### src/rtl/arc_mem_pkg.sv
// Shared definitions for the ARC memory access path: FSM states, bus widths
// and the start of user address space.
package arc_mem_pkg;

    localparam int ADDR_W_DEF = 32;
    localparam int DATA_W_DEF = 32;

    localparam logic [31:0] USER_BASE = 32'd2048;

    typedef enum logic [1:0] {
        IDLE  = 2'd0,
        READ  = 2'd1,
        WRITE = 2'd2,
        RESP  = 2'd3
    } state_t;

endpackage

### src/rtl/mem_access_unit.sv
// Bus master between the ARC control unit and main memory: one request at a
// time in, memory rd/wr pins out, registered response back.
module mem_access_unit
    import arc_mem_pkg::*;
#(
    parameter int ADDR_W      = ADDR_W_DEF,
    parameter int DATA_W      = DATA_W_DEF,
    parameter int RD_LATENCY  = 1,
    parameter int WAIT_STATES = 0,
    parameter int ALIGN_CHECK = 1
) (
    input  logic              clk,
    input  logic              rst,
    input  logic              req_valid,
    output logic              req_ready,
    input  logic              req_we,
    input  logic [ADDR_W-1:0] req_addr,
    input  logic [DATA_W-1:0] req_wdata,
    output logic              resp_valid,
    input  logic              resp_ready,
    output logic [DATA_W-1:0] resp_rdata,
    output logic              resp_err,
    output logic [ADDR_W-1:0] mem_addr,
    output logic [DATA_W-1:0] mem_wdata,
    output logic              mem_rd,
    output logic              mem_wr,
    input  logic [DATA_W-1:0] mem_rdata,
    output logic [1:0]        dbg_state
);

    // Handshake: a transfer happens on any rising clk edge where valid and
    // ready are both 1; valid never waits on ready, and ready is registered.

    localparam int CNT_MAX = RD_LATENCY + WAIT_STATES;
    localparam int CNT_W   = (CNT_MAX < 1) ? 1 : $clog2(CNT_MAX + 1);

    // mem_rd drops one count before the capture so data_out has settled.
    localparam logic [CNT_W-1:0] RD_LAST = CNT_W'(CNT_MAX);
    localparam logic [CNT_W-1:0] RD_DROP = CNT_W'(CNT_MAX - 1);
    localparam logic [CNT_W-1:0] WR_LAST = CNT_W'(WAIT_STATES);

    state_t            state, state_d;
    logic [CNT_W-1:0]  cnt, cnt_d;
    logic              req_ready_d, resp_valid_d, resp_err_d;
    logic [DATA_W-1:0] resp_rdata_d, mem_wdata_d;
    logic [ADDR_W-1:0] mem_addr_d;
    logic              mem_rd_d, mem_wr_d;
    logic              misaligned;

    assign misaligned = (ALIGN_CHECK != 0) && (req_addr[1:0] != 2'b00);
    assign dbg_state  = state;

    always_ff @(posedge clk or posedge rst) begin
        if (rst) begin
            state      <= IDLE;
            cnt        <= '0;
            req_ready  <= 1'b1;
            resp_valid <= 1'b0;
            resp_err   <= 1'b0;
            resp_rdata <= '0;
            mem_addr   <= '0;
            mem_wdata  <= '0;
            mem_rd     <= 1'b0;
            mem_wr     <= 1'b0;
        end else begin
            state      <= state_d;
            cnt        <= cnt_d;
            req_ready  <= req_ready_d;
            resp_valid <= resp_valid_d;
            resp_err   <= resp_err_d;
            resp_rdata <= resp_rdata_d;
            mem_addr   <= mem_addr_d;
            mem_wdata  <= mem_wdata_d;
            mem_rd     <= mem_rd_d;
            mem_wr     <= mem_wr_d;
        end
    end

    always_comb begin
        state_d      = state;
        cnt_d        = cnt;
        req_ready_d  = req_ready;
        resp_valid_d = resp_valid;
        resp_err_d   = resp_err;
        resp_rdata_d = resp_rdata;
        mem_addr_d   = mem_addr;
        mem_wdata_d  = mem_wdata;
        mem_rd_d     = mem_rd;
        mem_wr_d     = mem_wr;

        unique case (state)
            IDLE: begin
                if (req_valid && req_ready) begin
                    req_ready_d = 1'b0;
                    cnt_d       = '0;
                    mem_addr_d  = req_addr;
                    mem_wdata_d = req_wdata;
                    if (misaligned) begin
                        state_d      = RESP;
                        resp_valid_d = 1'b1;
                        resp_err_d   = 1'b1;
                        resp_rdata_d = '0;
                    end else if (req_we) begin
                        state_d  = WRITE;
                        mem_wr_d = 1'b1;
                    end else begin
                        state_d  = READ;
                        mem_rd_d = 1'b1;
                    end
                end
            end
            READ: begin
                if (cnt == RD_LAST) begin
                    state_d      = RESP;
                    cnt_d        = '0;
                    resp_valid_d = 1'b1;
                    resp_err_d   = 1'b0;
                    resp_rdata_d = mem_rdata;
                end else begin
                    cnt_d = cnt + CNT_W'(1);
                    if (cnt == RD_DROP) begin
                        mem_rd_d = 1'b0;
                    end
                end
            end
            WRITE: begin
                if (cnt == WR_LAST) begin
                    state_d      = RESP;
                    cnt_d        = '0;
                    mem_wr_d     = 1'b0;
                    resp_valid_d = 1'b1;
                    resp_err_d   = 1'b0;
                    resp_rdata_d = '0;
                end else begin
                    cnt_d = cnt + CNT_W'(1);
                end
            end
            RESP: begin
                if (resp_ready) begin
                    state_d      = IDLE;
                    resp_valid_d = 1'b0;
                    resp_err_d   = 1'b0;
                    req_ready_d  = 1'b1;
                end
            end
            default: begin
                state_d = IDLE;
            end
        endcase
    end

endmodule

### config.mk
export PLATFORM = sky130hd
export DESIGN_NAME = mem_access_unit
export DESIGN_NICKNAME = d
export VERILOG_FILES = /design/src/rtl/arc_mem_pkg.sv /design/src/rtl/mem_access_unit.sv
export SDC_FILE = /design/constraint.sdc
export NUM_CORES = 1
export LEC_CHECK = 0
export ABC_AREA = 0
export BUFFER_PORTS_ARGS = -buffer_cell sky130_fd_sc_hd__clkbuf_2
export CAP_MARGIN = 10
export CORE_UTILIZATION = 30
export CTS_CLUSTER_SIZE = 8
export DETAILED_ROUTE_END_ITERATION = 16
export MAX_ROUTING_LAYER = met4
export SLEW_MARGIN = 20
export SYNTH_ARGS = -nofsm -noshare
export SYNTH_HDL_FRONTEND = slang
export SYNTH_SLANG_ARGS = --single-unit
### constraint.sdc
create_clock -name clk -period 3.09 [get_ports clk]
set_input_delay 0.1545 -clock clk [delete_from_list [all_inputs] [get_ports clk]]
set_output_delay 0.1545 -clock clk [all_outputs]
set_load 0.01 [all_outputs]
**Word level (Yosys, flattened, before mapping)**

Index checks and enable logic that the tools add are counted.

- Output and inout port bits: 103
- Input port bits: 101
- Bits in registers: 104

- Multiplexer cells: 35
- Equality and inequality tests: 12
- Reduce and logical (&&, ||, !) cells: 15
- Add/sub/neg operators: 1

Operator list:

| kind | number |
|---|---|
| 32-bit two-way mux | 4 |
| 32-bit one-hot mux with 3 select lines | 1 |
| 5-bit AND reduction | 4 |
| 2-bit inequality test, second input constant | 9 |
| 1-bit two-way mux | 17 |
| 2-bit two-way mux | 6 |
| 1-bit one-hot mux with 4 select lines | 2 |
| 2-bit one-hot mux with 4 select lines | 1 |
| 2-bit nonzero test | 4 |
| 1-bit one-hot mux with 2 select lines | 3 |
| 2-bit == test, second input constant | 2 |
| 2-bit AND reduction | 2 |
| 4-bit AND reduction | 1 |
| 1-bit one-hot mux with 3 select lines | 1 |
| 3-bit AND reduction | 1 |
| 3-bit nonzero test | 1 |
| 2-bit by 1-bit == test with 1-bit output, second input constant | 1 |
| 2-bit zero test | 1 |
| 1-bit adder, second input constant | 1 |
| 1-bit logical AND | 1 |

**Depth between registers and ports, before layout**

- Depth after elaboration: 4
- Depth in mapped cells: 9
- Gate-level depth less buffers: 5

**Worst setup path before layout**

Ideal clock, no wire load.

- Path kind: register to register
- Start: reg state[0], in the netlist dbg_state[0]
- End: reg resp_rdata[0]
- Cell stages (with the launch flop): 10
- Data arrival time: 1816 ps
- Buffers on the path: 4
- Setup slack: 1195 ps
- Cells stage by stage: dfrtp_1 -> inv_1 -> ha_1 -> buf_4 -> a21bo_2 -> buf_2 -> o2111a_1 -> buf_6 -> buf_12 -> mux2i_1

- Word-level cells in the longest chain between the ends: 3
- Elaborated cells between the ends (all ways): 10
- Classes of those cells: eq/ne: 6; mux: 1; reduce/logical: 3

Ends and longest elaborated chain:

| what | RTL line | RTL |
|---|---|---|
| start, declared | mem_access_unit.sv:42 | `state_t state, state_d;` |
| start signal, assigned | mem_access_unit.sv:66 | `state <= state_d;` |
| 2-bit == test (tied with other cells) | mem_access_unit.sv:91 | `unique case (state)` |
| 2-bit inequality test (no line) / 3-bit nonzero test (equally long branches) | -- |  |
| 5-bit AND reduction (no line) | -- |  |
| end signal, assigned | mem_access_unit.sv:71 | `resp_rdata <= resp_rdata_d;` |
| end, declared | mem_access_unit.sv:21 | `output logic [DATA_W-1:0] resp_rdata,` |

Several ways; a longest one is shown, not always the timed one.
A chain may end at the register's enable or synchronous reset.

**Worst setup path after layout**

- Start: reg state[0], in the netlist dbg_state[0]
- End: reg resp_rdata[22]

Same word-level chain as after synthesis.

==> results.sh <==
export IMPL_cp_end_kind="flop"
export IMPL_crit_required_ps=3350
export IMPL_clockBufferDepth=2
export IMPL_core_mm2=0.0140
export IMPL_die_x_um=122
export IMPL_leakage_uw=0.00320
export IMPL_start_util_pct=31.1
export IMPL_io_buffers=203
export IMPL_synth_area_mm2=0.00435
export IMPL_synth_nets=433
export IMPL_grt_antenna_before_repair=0
export IMPL_critical_path_class="reg -> reg"
export IMPL_yosys_area_top_type="dfrtp_1"
export IMPL_synth_warnings=0
export IMPL_cts_htree_levels=3
export IMPL_async_flop_share_pct=100
export IMPL_gp_routability_congestion=0.859
export IMPL_wl_per_cell_um=14.0
export IMPL_dr_pass1_iters=4
export IMPL_multi_input_comb_area_mm2=0.00147
export IMPL_hold_viol=0
export IMPL_grt_pass1_wl_um=15400
export IMPL_seq_area_mm2=0.00260
export IMPL_fmax_ghz=0.458
export IMPL_cts_buffers=9
export IMPL_worst_slack_ps=907
export IMPL_ys_seq_area_share_pct=59.9
export IMPL_clkTransAtPathRegs_ps=70
export IMPL_cts_tree="built"
export IMPL_ant_nets=0
export IMPL_cp_data_arrival_time_ps=2450
export IMPL_tns_ps=0
export IMPL_cts_resized=0
export IMPL_hold_path_class="in -> reg"
export IMPL_drt_initial_drc_count=99
export IMPL_powerDensity_mw_per_mm2=439
export IMPL_area_growth_pct=33.8
export IMPL_hpwlAfterDp_um=7570
export IMPL_dieArea_mm2=0.0150
export IMPL_syn_inst=327
export IMPL_ys_ff_latch=104
export IMPL_nets=637
export IMPL_routed_wl_um=10000
export IMPL_cts_root_buf="clkbuf_16"
export IMPL_cts_sinks=104
export IMPL_vias=3150
export IMPL_nFillCells=1389
export IMPL_preCtsSetupSlack_ps=898
export IMPL_fp_dieH_um=122
export IMPL_yosys_top_cells_area="dfrtp_1, mux2_2, mux2i_1, inv_1, nand2_1"
export IMPL_ys_types=30
export IMPL_fin_crit_ps=2180
export IMPL_grt_use_total_pct=13.8
export IMPL_r2r_setup_slack_ps=910
export IMPL_period_share_pct=70.7
export IMPL_worst_pin_slew_ps=615
export IMPL_final_cell_mix="clkbuf_2, dfrtp_1, mux2_2, inv_1, mux2i_1"
export IMPL_insertion_delay_ps=340
export IMPL_layout_drive_gt1_share_pct=55.0
export IMPL_synth_edf_count=0
export IMPL_io_pins=204
export IMPL_status="finished, final reports clean"
export IMPL_via_per_inst=4.40
export IMPL_grt_pass1_vias=3148
export IMPL_core_rowCount=43
export IMPL_grt_max_degree=58
export IMPL_num_antenna_cells=0
export IMPL_setup_viol=0
export IMPL_drc=0
export IMPL_startpoint_type="flop"
export IMPL_cap_violations=0
export IMPL_slew_viol_final=0
export IMPL_gr_total_overflow=0
export IMPL_yosys_area_top_type_share_pct=59.3
export IMPL_avgSynthCellArea_um2=13.3
export IMPL_cp_max_fo=32
export IMPL_synth_flop_cell="dfrtp_1"
export IMPL_vdd_drop_max_uv=297
export IMPL_mostFrequentLayoutCell="clkbuf_2"
export IMPL_clock_skew_ps=5.81
export IMPL_slew_headroom_pct=59.0
export IMPL_rsz0062_at_grt="false"
-- cells by family (layout without fill, tap and decap cells) --
| group | Yosys count | in the layout | share of synthesized area (%) |
|---|---|---|---|
| AO/OA/AOI/OAI | 20 | 20 | 3.37 |
| AND/OR/NAND/NOR | 42 | 42 | 3.97 |
| adder cells (fa/ha/maj) | 5 | 5 | 1.44 |
| buffers and inverters | 56 | 265 | 6.42 |
| flip-flops | 104 | 104 | 59.9 |
| multiplexers | 100 | 100 | 24.9 |
-- cells in the mapped netlist (3+ instances only) --
| cell | count |
|---|---|
| inv_1 | 40 |
| nand3_1 | 4 |
| clkbuf_1 | 4 |
| nand2_1 | 33 |
| ha_1 | 5 |
| dfrtp_1 | 103 |
| mux2i_1 | 34 |
| buf_12 | 3 |
| mux2_2 | 66 |
| o21ai_0 | 5 |
| buf_2 | 7 |
-- worst paths after layout --
kind,from,end,cells after the start
max,dbg_state[0],resp_rdata[22],6
min,mem_rdata[30],resp_rdata[30],3
max reg2reg,dbg_state[0],resp_rdata[22],6
min reg2reg,mem_wdata[30],mem_wdata[30],1
max in group asynchronous,rst,mem_addr[22],4
min in group asynchronous,rst,mem_addr[7],3
-- worst max-delay path, cell delays in order, from the launching register on --
cell,delay (ps)
dfrtp_1,400
inv_1,100
ha_1,240
mux2i_1,350
o2111a_2,270
buf_4,450
mux2i_1,270
-- layout make-up --
cell class / count / share of cell area [%]
clock buffers: 10 / 4.11
clock inverters: 6 / 0.860
inverters: 40 / 2.62
multi-input cells: 167 / 25.3
flip-flops and latches: 104 / 44.8
well taps: 180 / 3.87
repair buffers: 209 / 18.5
-- where the power goes --
part           switching (uW)  leakage [uW]  internal, uW
Combinational            50.5       0.00179          51.1
Sequential                  0       0.00128          1360
Clock                     516      0.000136           579
-- what timing repair did --
action                                 CTS  global route
endpoints found under the hold margin   46             0
setup buffers                            0             0
hold buffers                             1             0
-- layer usage --
layer | track usage (%) | routed length (um) | vias up
met3 | 4.60 | 659 | 5
met4 | 3.89 | 108 | 0
met5 | - | 0 | -
li1 | - | - | 1493
met1 | 15.6 | 4010 | 1551
met2 | 23.0 | 5250 | 101
-- through the flow --
stage | total power [uW] | util (%) | hold slack (ps) | instance area, um2 | std cells
after floorplan | 1410 | - | 292 | 4350 | 327
after detailed placement | 1490 | 39.5 | 281 | 5520 | 699
final | 2560 | 41.6 | 27.9 | 5820 | 716
after global placement | 1490 | 39.5 | 274 | 5520 | 699
after global routing | 2690 | 41.6 | 8.84 | 5820 | 716
after CTS | 2610 | 41.6 | 4.11 | 5820 | 716
-- registers in the layout, summed over array words and instances, names as in the netlist --
register and cells:
mem_wdata 32, resp_valid 1, dbg_state 2, resp_rdata 32, mem_rd 1, mem_wr 1, resp_err 1, mem_addr 32
req_ready 1, cnt 1
Power figures use the tool's default switching activity.
